File: src/rtl/select_de_multi_pkg.sv
// de_pkg: shared types and the die face table for the dice-type selector.
// Optional feature macro used by the selector files: SELECT_DE_AUTOREPEAT_EN.

package de_pkg;

  localparam int NB_TYPES_MAX = 8;

  typedef logic [2:0] id_t;
  typedef logic [3:0] nb_t;
  typedef logic [6:0] face_t;

  localparam face_t FACES [NB_TYPES_MAX] = '{
    7'd2, 7'd4, 7'd6, 7'd8, 7'd10, 7'd12, 7'd20, 7'd100
  };

  function automatic face_t faces_of(input id_t id);
    return FACES[id];
  endfunction

endpackage

File: src/rtl/select_de_multi_bouton_pulse.sv
// bouton_pulse: 2-FF synchroniser plus rising-edge detector for one raw button.
// With SELECT_DE_AUTOREPEAT_EN defined, a hold counter adds repeat steps while
// the button stays held and the top reports that holding is allowed.

module bouton_pulse
`ifdef SELECT_DE_AUTOREPEAT_EN
#(
  parameter int REPEAT_DELAY  = 25000000,
  parameter int REPEAT_PERIOD = 5000000
)
`endif
(
  input  logic clk,
  input  logic rst_n,
  input  logic btn,
`ifdef SELECT_DE_AUTOREPEAT_EN
  input  logic hold_ok,
  output logic level,
`endif
  output logic step
);

  logic sync1, sync2, prev;

  // Bring the button into the clock domain and keep one cycle of history for edge detection
  always_ff @(posedge clk or negedge rst_n) begin
    if (!rst_n) begin
      sync1 <= 1'b0;
      sync2 <= 1'b0;
      prev  <= 1'b0;
    end else begin
      sync1 <= btn;
      sync2 <= sync1;
      prev  <= sync2;
    end
  end

`ifdef SELECT_DE_AUTOREPEAT_EN
  localparam int CMAX = (REPEAT_DELAY > REPEAT_PERIOD) ? REPEAT_DELAY : REPEAT_PERIOD;
  localparam int CW   = $clog2(CMAX + 1);

  logic [CW-1:0] cnt;
  logic          rep_phase;
  logic          holding;
  logic          rep;

  assign level   = sync2;
  assign holding = sync2 & hold_ok;
  assign rep     = holding & (rep_phase ? (cnt == CW'(REPEAT_PERIOD))
                                        : (cnt == CW'(REPEAT_DELAY)));

  // Count cycles since the last step while held; first repeat after the long delay, then the short period
  always_ff @(posedge clk or negedge rst_n) begin
    if (!rst_n) begin
      cnt       <= '0;
      rep_phase <= 1'b0;
    end else if (!holding) begin
      cnt       <= '0;
      rep_phase <= 1'b0;
    end else if (rep) begin
      cnt       <= CW'(1);
      rep_phase <= 1'b1;
    end else begin
      cnt       <= cnt + CW'(1);
    end
  end

  assign step = (sync2 & ~prev) | rep;
`else
  assign step = sync2 & ~prev;
`endif

endmodule

File: src/rtl/select_de_multi.sv
// select_de_multi: button-driven die type / dice count selector with registered
// roll bounds. Optional auto-repeat on held buttons via SELECT_DE_AUTOREPEAT_EN.

module select_de_multi
  import de_pkg::*;
#(
  parameter int N_TYPES       = 8,
  parameter int DEF_TYPE      = 2,
  parameter int MAX_NB        = 8,
  parameter int W_TOT         = 10,
  parameter int REPEAT_DELAY  = 25000000,
  parameter int REPEAT_PERIOD = 5000000
) (
  input  logic             clk,
  input  logic             rst_n,
  input  logic             suivant,
  input  logic             precedent,
  input  logic             nb_plus,
  input  logic             verrou,
  output logic [2:0]       id_de,
  output logic [3:0]       nb_de,
  output logic [W_TOT-1:0] min_tot,
  output logic [W_TOT-1:0] max_tot,
  output logic             maj
);

  logic step_s, step_p, step_n;
  logic type_step, count_step, pend;
  id_t  id_next;
  nb_t  nb_next;

`ifdef SELECT_DE_AUTOREPEAT_EN
  logic lvl_s, lvl_p, lvl_n;

  bouton_pulse #(.REPEAT_DELAY(REPEAT_DELAY), .REPEAT_PERIOD(REPEAT_PERIOD)) u_suivant (
    .clk(clk), .rst_n(rst_n), .btn(suivant),
    .hold_ok(~verrou & ~lvl_p & ~lvl_n), .level(lvl_s), .step(step_s));
  bouton_pulse #(.REPEAT_DELAY(REPEAT_DELAY), .REPEAT_PERIOD(REPEAT_PERIOD)) u_precedent (
    .clk(clk), .rst_n(rst_n), .btn(precedent),
    .hold_ok(~verrou & ~lvl_s & ~lvl_n), .level(lvl_p), .step(step_p));
  bouton_pulse #(.REPEAT_DELAY(REPEAT_DELAY), .REPEAT_PERIOD(REPEAT_PERIOD)) u_nb_plus (
    .clk(clk), .rst_n(rst_n), .btn(nb_plus),
    .hold_ok(~verrou & ~lvl_s & ~lvl_p), .level(lvl_n), .step(step_n));
`else
  bouton_pulse u_suivant   (.clk(clk), .rst_n(rst_n), .btn(suivant),   .step(step_s));
  bouton_pulse u_precedent (.clk(clk), .rst_n(rst_n), .btn(precedent), .step(step_p));
  bouton_pulse u_nb_plus   (.clk(clk), .rst_n(rst_n), .btn(nb_plus),   .step(step_n));
`endif

  // Opposite type steps cancel; everything is dropped while a roll holds the lock
  assign type_step  = ~verrou & (step_s ^ step_p);
  assign count_step = ~verrou & step_n;

  // Next type/count values with wrap-around at both ends of the type range
  always_comb begin
    id_next = id_de;
    nb_next = nb_de;
    if (type_step) begin
      if (step_s)
        id_next = (id_de == id_t'(N_TYPES - 1)) ? id_t'(0) : id_de + id_t'(1);
      else
        id_next = (id_de == id_t'(0)) ? id_t'(N_TYPES - 1) : id_de - id_t'(1);
    end
    if (count_step)
      nb_next = (nb_de == nb_t'(MAX_NB)) ? nb_t'(1) : nb_de + nb_t'(1);
  end

  // Selection registers; pend marks that the bounds must be refreshed next cycle
  always_ff @(posedge clk or negedge rst_n) begin
    if (!rst_n) begin
      id_de <= id_t'(DEF_TYPE);
      nb_de <= nb_t'(1);
      pend  <= 1'b0;
    end else begin
      id_de <= id_next;
      nb_de <= nb_next;
      pend  <= type_step | count_step;
    end
  end

  // Registered roll bounds, refreshed one cycle after an accepted step, with the update pulse
  always_ff @(posedge clk or negedge rst_n) begin
    if (!rst_n) begin
      min_tot <= W_TOT'(1);
      max_tot <= W_TOT'(faces_of(id_t'(DEF_TYPE)));
      maj     <= 1'b0;
    end else begin
      maj <= pend;
      if (pend) begin
        min_tot <= W_TOT'(nb_de);
        max_tot <= W_TOT'(nb_de) * W_TOT'(faces_of(id_de));
      end
    end
  end

endmodule

File: config.mk
export PLATFORM = sky130hd
export DESIGN_NAME = select_de_multi
export DESIGN_NICKNAME = d
export VERILOG_FILES = /design/src/rtl/select_de_multi_pkg.sv /design/src/rtl/select_de_multi_bouton_pulse.sv /design/src/rtl/select_de_multi.sv
export SDC_FILE = /design/constraint.sdc
export NUM_CORES = 1
export LEC_CHECK = 0
export ABC_AREA = 0
export BUFFER_PORTS_ARGS = -buffer_cell sky130_fd_sc_hd__buf_2
export CORE_MARGIN = 4
export CORE_UTILIZATION = 45
export CTS_CLUSTER_SIZE = 28
export DETAILED_ROUTE_END_ITERATION = 10
export MAX_ROUTING_LAYER = met4
export PLACE_DENSITY = 0.63
export SETUP_SLACK_MARGIN = 0.5
export SYNTH_ARGS = -nofsm -noshare
export SYNTH_HDL_FRONTEND = slang
export SYNTH_SLANG_ARGS = --single-unit
File: constraint.sdc
create_clock -name clk -period 4.4 [get_ports clk]
set_input_delay 0.44 -clock clk [delete_from_list [all_inputs] [get_ports clk]]
set_output_delay 0.44 -clock clk [all_outputs]
set_load 0.03 [all_outputs]
# [Word-level counts from Yosys, hierarchy flattened]
# Memory sizes are Yosys's and may differ from the RTL's.
# Index checks and enable logic that the tools add are counted.
[totals] regBits=32 latchBits=0 mem_bits_rw=0 mem_bits_ro=56 input_bits=6 output_inout_bits=28 n_memories=1
[op_classes] add_sub_neg=3 multipliers=1 div_mod_pow=0 n_lt_le_gt_ge=1 n_eq_ne=2 shifts=0 muxes=6 n_bitwise=12 n_reduce_logical=1
[memory_table] name="(name not given)" depth=8 width=7 read_ports=1 rd_clocked_by_memory_dff=0 write_ports=0 line="select_de_multi_pkg.sv:17" rtl="return FACES[id];"
[ops] cell="$mux W7" n=2
[ops] cell="$mul A4 B7 Y10" n=1
[ops] cell="$mux W3" n=3
[ops] cell="$and A1 B1 Y1" n=5
[ops] cell="$add A4 B1 Y4 const B" n=1
[ops] cell="$eq A4 B4 Y1 const B" n=1
[ops] cell="$ge A4 B4 Y1 const B" n=1
[ops] cell="$mux W4" n=1
[ops] cell="$not A1 Y1" n=4
[ops] cell="$not A3 Y4" n=1
[ops] cell="$add A3 B1 Y3 const B" n=1
[ops] cell="$eq A3 B3 Y1 const B" n=1
[ops] cell="$logic_not A3 Y1" n=1
[ops] cell="$sub A3 B1 Y3 const B" n=1
[ops] cell="$or A1 B1 Y1" n=1
[ops] cell="$xor A1 B1 Y1" n=1

# [Depth between registers and ports, before layout]
[depth] word_depth=5 ltp_mapped=14 depth_no_buf=14

# [By module]
# A second synthesis with hierarchy kept.
[unflattened] hier_cells=190 area_unflattened_um2=1998.2
[by_module_without_submodules] module="select_de_multi" instances=1 cells_per_inst=178 area_each_um2=1731.7 seq_area_each_um2=556.8
[by_module_without_submodules] module="bouton_pulse" instances=3 cells_per_inst=4 area_each_um2=88.8 seq_area_each_um2=75.1

# [Least setup slack after synthesis]
# No wires, ideal clock.
[synth_path] path_type="reg2reg" start="register id_de[1]" end="register max_tot[9]" arrival_time_ns=3.464 slack_ns=0.811 stages_incl_launch_ff=15 n_path_buf=0 synth_period_minus_slack_ns=3.589 cell_sequence="dfstp_2 inv_1 ha_1 nor2_1 a21oi_1 and2_1 fa_1 inv_1 fa_1 inv_1 ha_1 nor2b_1 o31ai_1 and4_1 nor3_1"
[synth_via] elab_chain_len=5
[synth_lines] element="start, declared" line="select_de_multi.sv:20" rtl="output logic [2:0] id_de,"
[synth_lines] element="start signal, assigned" line="select_de_multi.sv:71" rtl="id_de <= id_t'(DEF_TYPE);"
[synth_lines] element="start signal, assigned" line="select_de_multi.sv:75" rtl="id_de <= id_next;"
[synth_lines] element="$not A3 Y4 (not written as such)" line="select_de_multi_pkg.sv:17"
[synth_lines] element="$mem_v2 Z8 W7"
[synth_lines] element="$mux W7 (not written as such) (2 in series)" line="select_de_multi_pkg.sv:17"
[synth_lines] element="$mul A4 B7 Y10" line="select_de_multi.sv:91" rtl="max_tot <= W_TOT'(nb_de) * W_TOT'(faces_of(id_de));"
[synth_lines] element="end signal, assigned" line="select_de_multi.sv:85" rtl="max_tot <= W_TOT'(faces_of(id_t'(DEF_TYPE)));"
[synth_lines] element="end signal, assigned" line="select_de_multi.sv:91"
[synth_lines] element="end, declared" line="select_de_multi.sv:23" rtl="output logic [W_TOT-1:0] max_tot,"
# Every way passes these cells. The select of a mux whose other input is x is not followed.
# A chain may end at the register's enable or synchronous reset.

# [Worst setup path in the final report]
# Same ends and word-level chain as after synthesis.

==> flow_summary.yaml <==
logic_synthesis:
  synth_cell_type_count: 42
  ys_seq_elements: 31
  synth_area_leaders: "dfrtp_1, ha_1, fa_1, dfstp_2, mux2_2"
  synthFlopType: "dfrtp_1"
  synth_top_area_share_pct: 32.5
  synth_most_common_cell: "dfrtp_1"
  synth-warning-count: 0
  syn_inst: 195
  seq_area_frac_synth_pct: 39.0
  yosys.area.top_type: "dfrtp_1"
  synth_edf_count: 0
  synth_area_sq_um: 2000
  synth_commonest_cells: "dfrtp_1, inv_1, ha_1"
  avgSynthCellArea_sq_um: 10.3
  synthArstFlopShare_pct: 100
drt:
  routed_via_density: 4.97
  wl_per_cell_um: 12.3
  drc: 0
  drt_iter0_drc: 15
  ant_nets: 0
  wl_mm: 3.36
  first_pass_iters: 4
  vias: 1361
critical_path:
  end_kind: "register"
  worstSetupPathType: "register to register"
  cp-start-kind: "register"
  worstPathArrival_ns: 3.77
  critPathMaxFanout: 6
  critPathRequiredTime_ns: 4.57
floorplan:
  die_height_um: 74.7
  dieArea_sq_um: 5590
  die_w_um: 74.7
  core-area_sq_um: 4320
  rows: 24
  initial_utilization_pct: 46.4
  io_pins: 34
placement:
  dpl.hpwl_mm: 2.44
  portBuffers: 26
  post-place-ws_ns: 0.697
  gp_congestion: 0.807
  placed_cells: 266
sta:
  setup_tns_ns: 0
  setup_viol: 0
  tightest_slew_ns: 0.799
  slew_violations: 0
  maxClockFrequency_ghz: 0.278
  finalCritPeriodShare_pct: 81.6
  period_minus_slack_ns: 3.59
  fin_skew_ns: 0.00623
  rsz0062_at_grt: "no"
  setup_ws_ns: 0.809
  maxSlewHeadroom_pct: 46.7
  hold_violations: 0
clock_tree:
  cts_sinks: 31
  cts_tree: "built"
  htreeDepth: 2
  numCtsBuffers: 5
  clkLatencyLatePin_ns: 0.29
  cts-root-buf: "clkbuf_8"
  cts-hold-fix-buffers: 0
  clockBufferDepth: 2
  clk_pin_slew_ns: 0.08
hold_path:
  hp-class: "primary input to asynchronous set/reset pin"
grt:
  grt_usage_pct: 14.3
  grt_pass1_wl_mm: 5.87
  grt_max_degree: 32
  grt-ovfl-total: 0
  grt_pass1_vias: 1368
  antenna_found_initial: 0
final_layout:
  final_cells: 274
  n_antenna_cell: 0
  area_growth_pct: 11.8
  fill_cells: 408
  nNetsFinal: 254
  postLayoutCoreUtil_pct: 51.8
  drive_gt1_share_pct: 23.0
status:
  status: "complete, no violations"
job:
  maxCapViolCount: 0
==> sequential cells by signal (all words and copies together), names as in the netlist <==
signal,flops
nb_de,4
pend,1
u_precedent.sync1,1
maj,1
u_suivant.sync1,1
max_tot,9
id_de,3
u_suivant.prev,1
u_precedent.prev,1
u_precedent.sync2,1
u_nb_plus.sync1,1
u_nb_plus.prev,1
u_nb_plus.sync2,1
min_tot,4
u_suivant.sync2,1
==> layout make-up <==
class	count	area [sq um]	share of cell area [%]
Clock buffer	5	68.8	3.07
Clock inverter	3	25.0	1.12
Inverter	24	90.1	4.02
Multi-Input combinational cell	133	1080	48.2
Sequential cell	31	782	34.9
Tap cell	52	65.1	2.90
Timing Repair Buffer	26	130	5.81
==> placed cells by master, fill, tap and decap left out, drive strengths merged, types with 2 or more instances in the layout <==
cell and instances:
a211oi 3, a21oi 5, and2 11, and3 3
buf 26, clkbuf 5, clkinv 2, conb 7
dfrtp 26, dfstp 5, fa 8, ha 19
inv 24, mux2 9, mux2i 3, nand2 12
nand3 3, nor2 6, nor2b 4, nor3 4
nor3b 2, o21a 2, o21ai 10, o22ai 2
o31ai 2, xnor2 3
==> routing by layer <==
layer	global-route usage [%]	vias to the layer above	part of all wire, %	routed length, um
met1	16.9	631	48	1610
met4	5.93	0	1.3	44
li1	-	701	-	-
met3	3.20	5	3.6	122
met2	23.6	24	47	1590
met5	-	-	0	0
==> critical path: stages, from the launching register on <==
cell     delay [ns]
dfstp_2        0.58
inv_1          0.07
ha_1           0.30
nor2_1         0.10
a21oi_1        0.07
and2_1         0.21
fa_1           0.53
inv_1          0.05
fa_1           0.49
inv_1          0.04
ha_1           0.33
nor2b_1        0.17
o31ai_2        0.27
and4_1         0.23
nor3_1         0.05
==> through the flow <==
step | area, sq um | hold WS, ns
detailed placement | 2140 | 0.336
global route | 2240 | 0.244
finish | 2240 | 0.181
global placement | 2140 | 0.334
floorplan | 2030 | 0.144
CTS | 2240 | 0.214
==> logic make-up (layout without fill, tap and decap cells) <==
logic type               count (synthesis)  after routing  synth area share (%)
buffers and inverters                   37             58                  8.49
AND/OR/NAND/NOR                         53             53                  14.7
adder cells (fa/ha/maj)                 27             27                  19.9
XOR/XNOR                                 3              3                  1.31
flip-flops                              31             31                  39.0
multiplexers                            12             12                  6.55
AO/OA/AOI/OAI                           31             31                  9.93
other                                    1              7                 0.187
==> path summary, 6_finish.rpt <==
| path | slack, ns | end | startpoint | cells after the start |
|---|---|---|---|---|
| setup / recovery | 0.81 | max_tot[9] | id_de[1] | 14 |
| hold / removal | 0.18 | max_tot[5] | rst_n | 1 |
| setup reg to reg | 0.81 | max_tot[9] | id_de[1] | 14 |
| hold reg to reg | 0.35 | u_precedent.sync2 | u_precedent.sync1 | 0 |
| max in group asynchronous | 3.78 | nb_de[1] | rst_n | 1 |
| min in group clk | 0.26 | u_nb_plus.sync1 | nb_plus | 1 |
==> repair_timing <==
| item | CTS | global route |
|---|---|---|
| gates resized for setup | 0 | 1 |
| setup endpoints to repair | 0 | 1 |
| setup buffers | 0 | 0 |
| endpoints found under the hold margin | 0 | 0 |
Power is left out: the tool's default activity adds up to more than one toggle a clock period on the data nets, which glitch-free logic cannot reach.
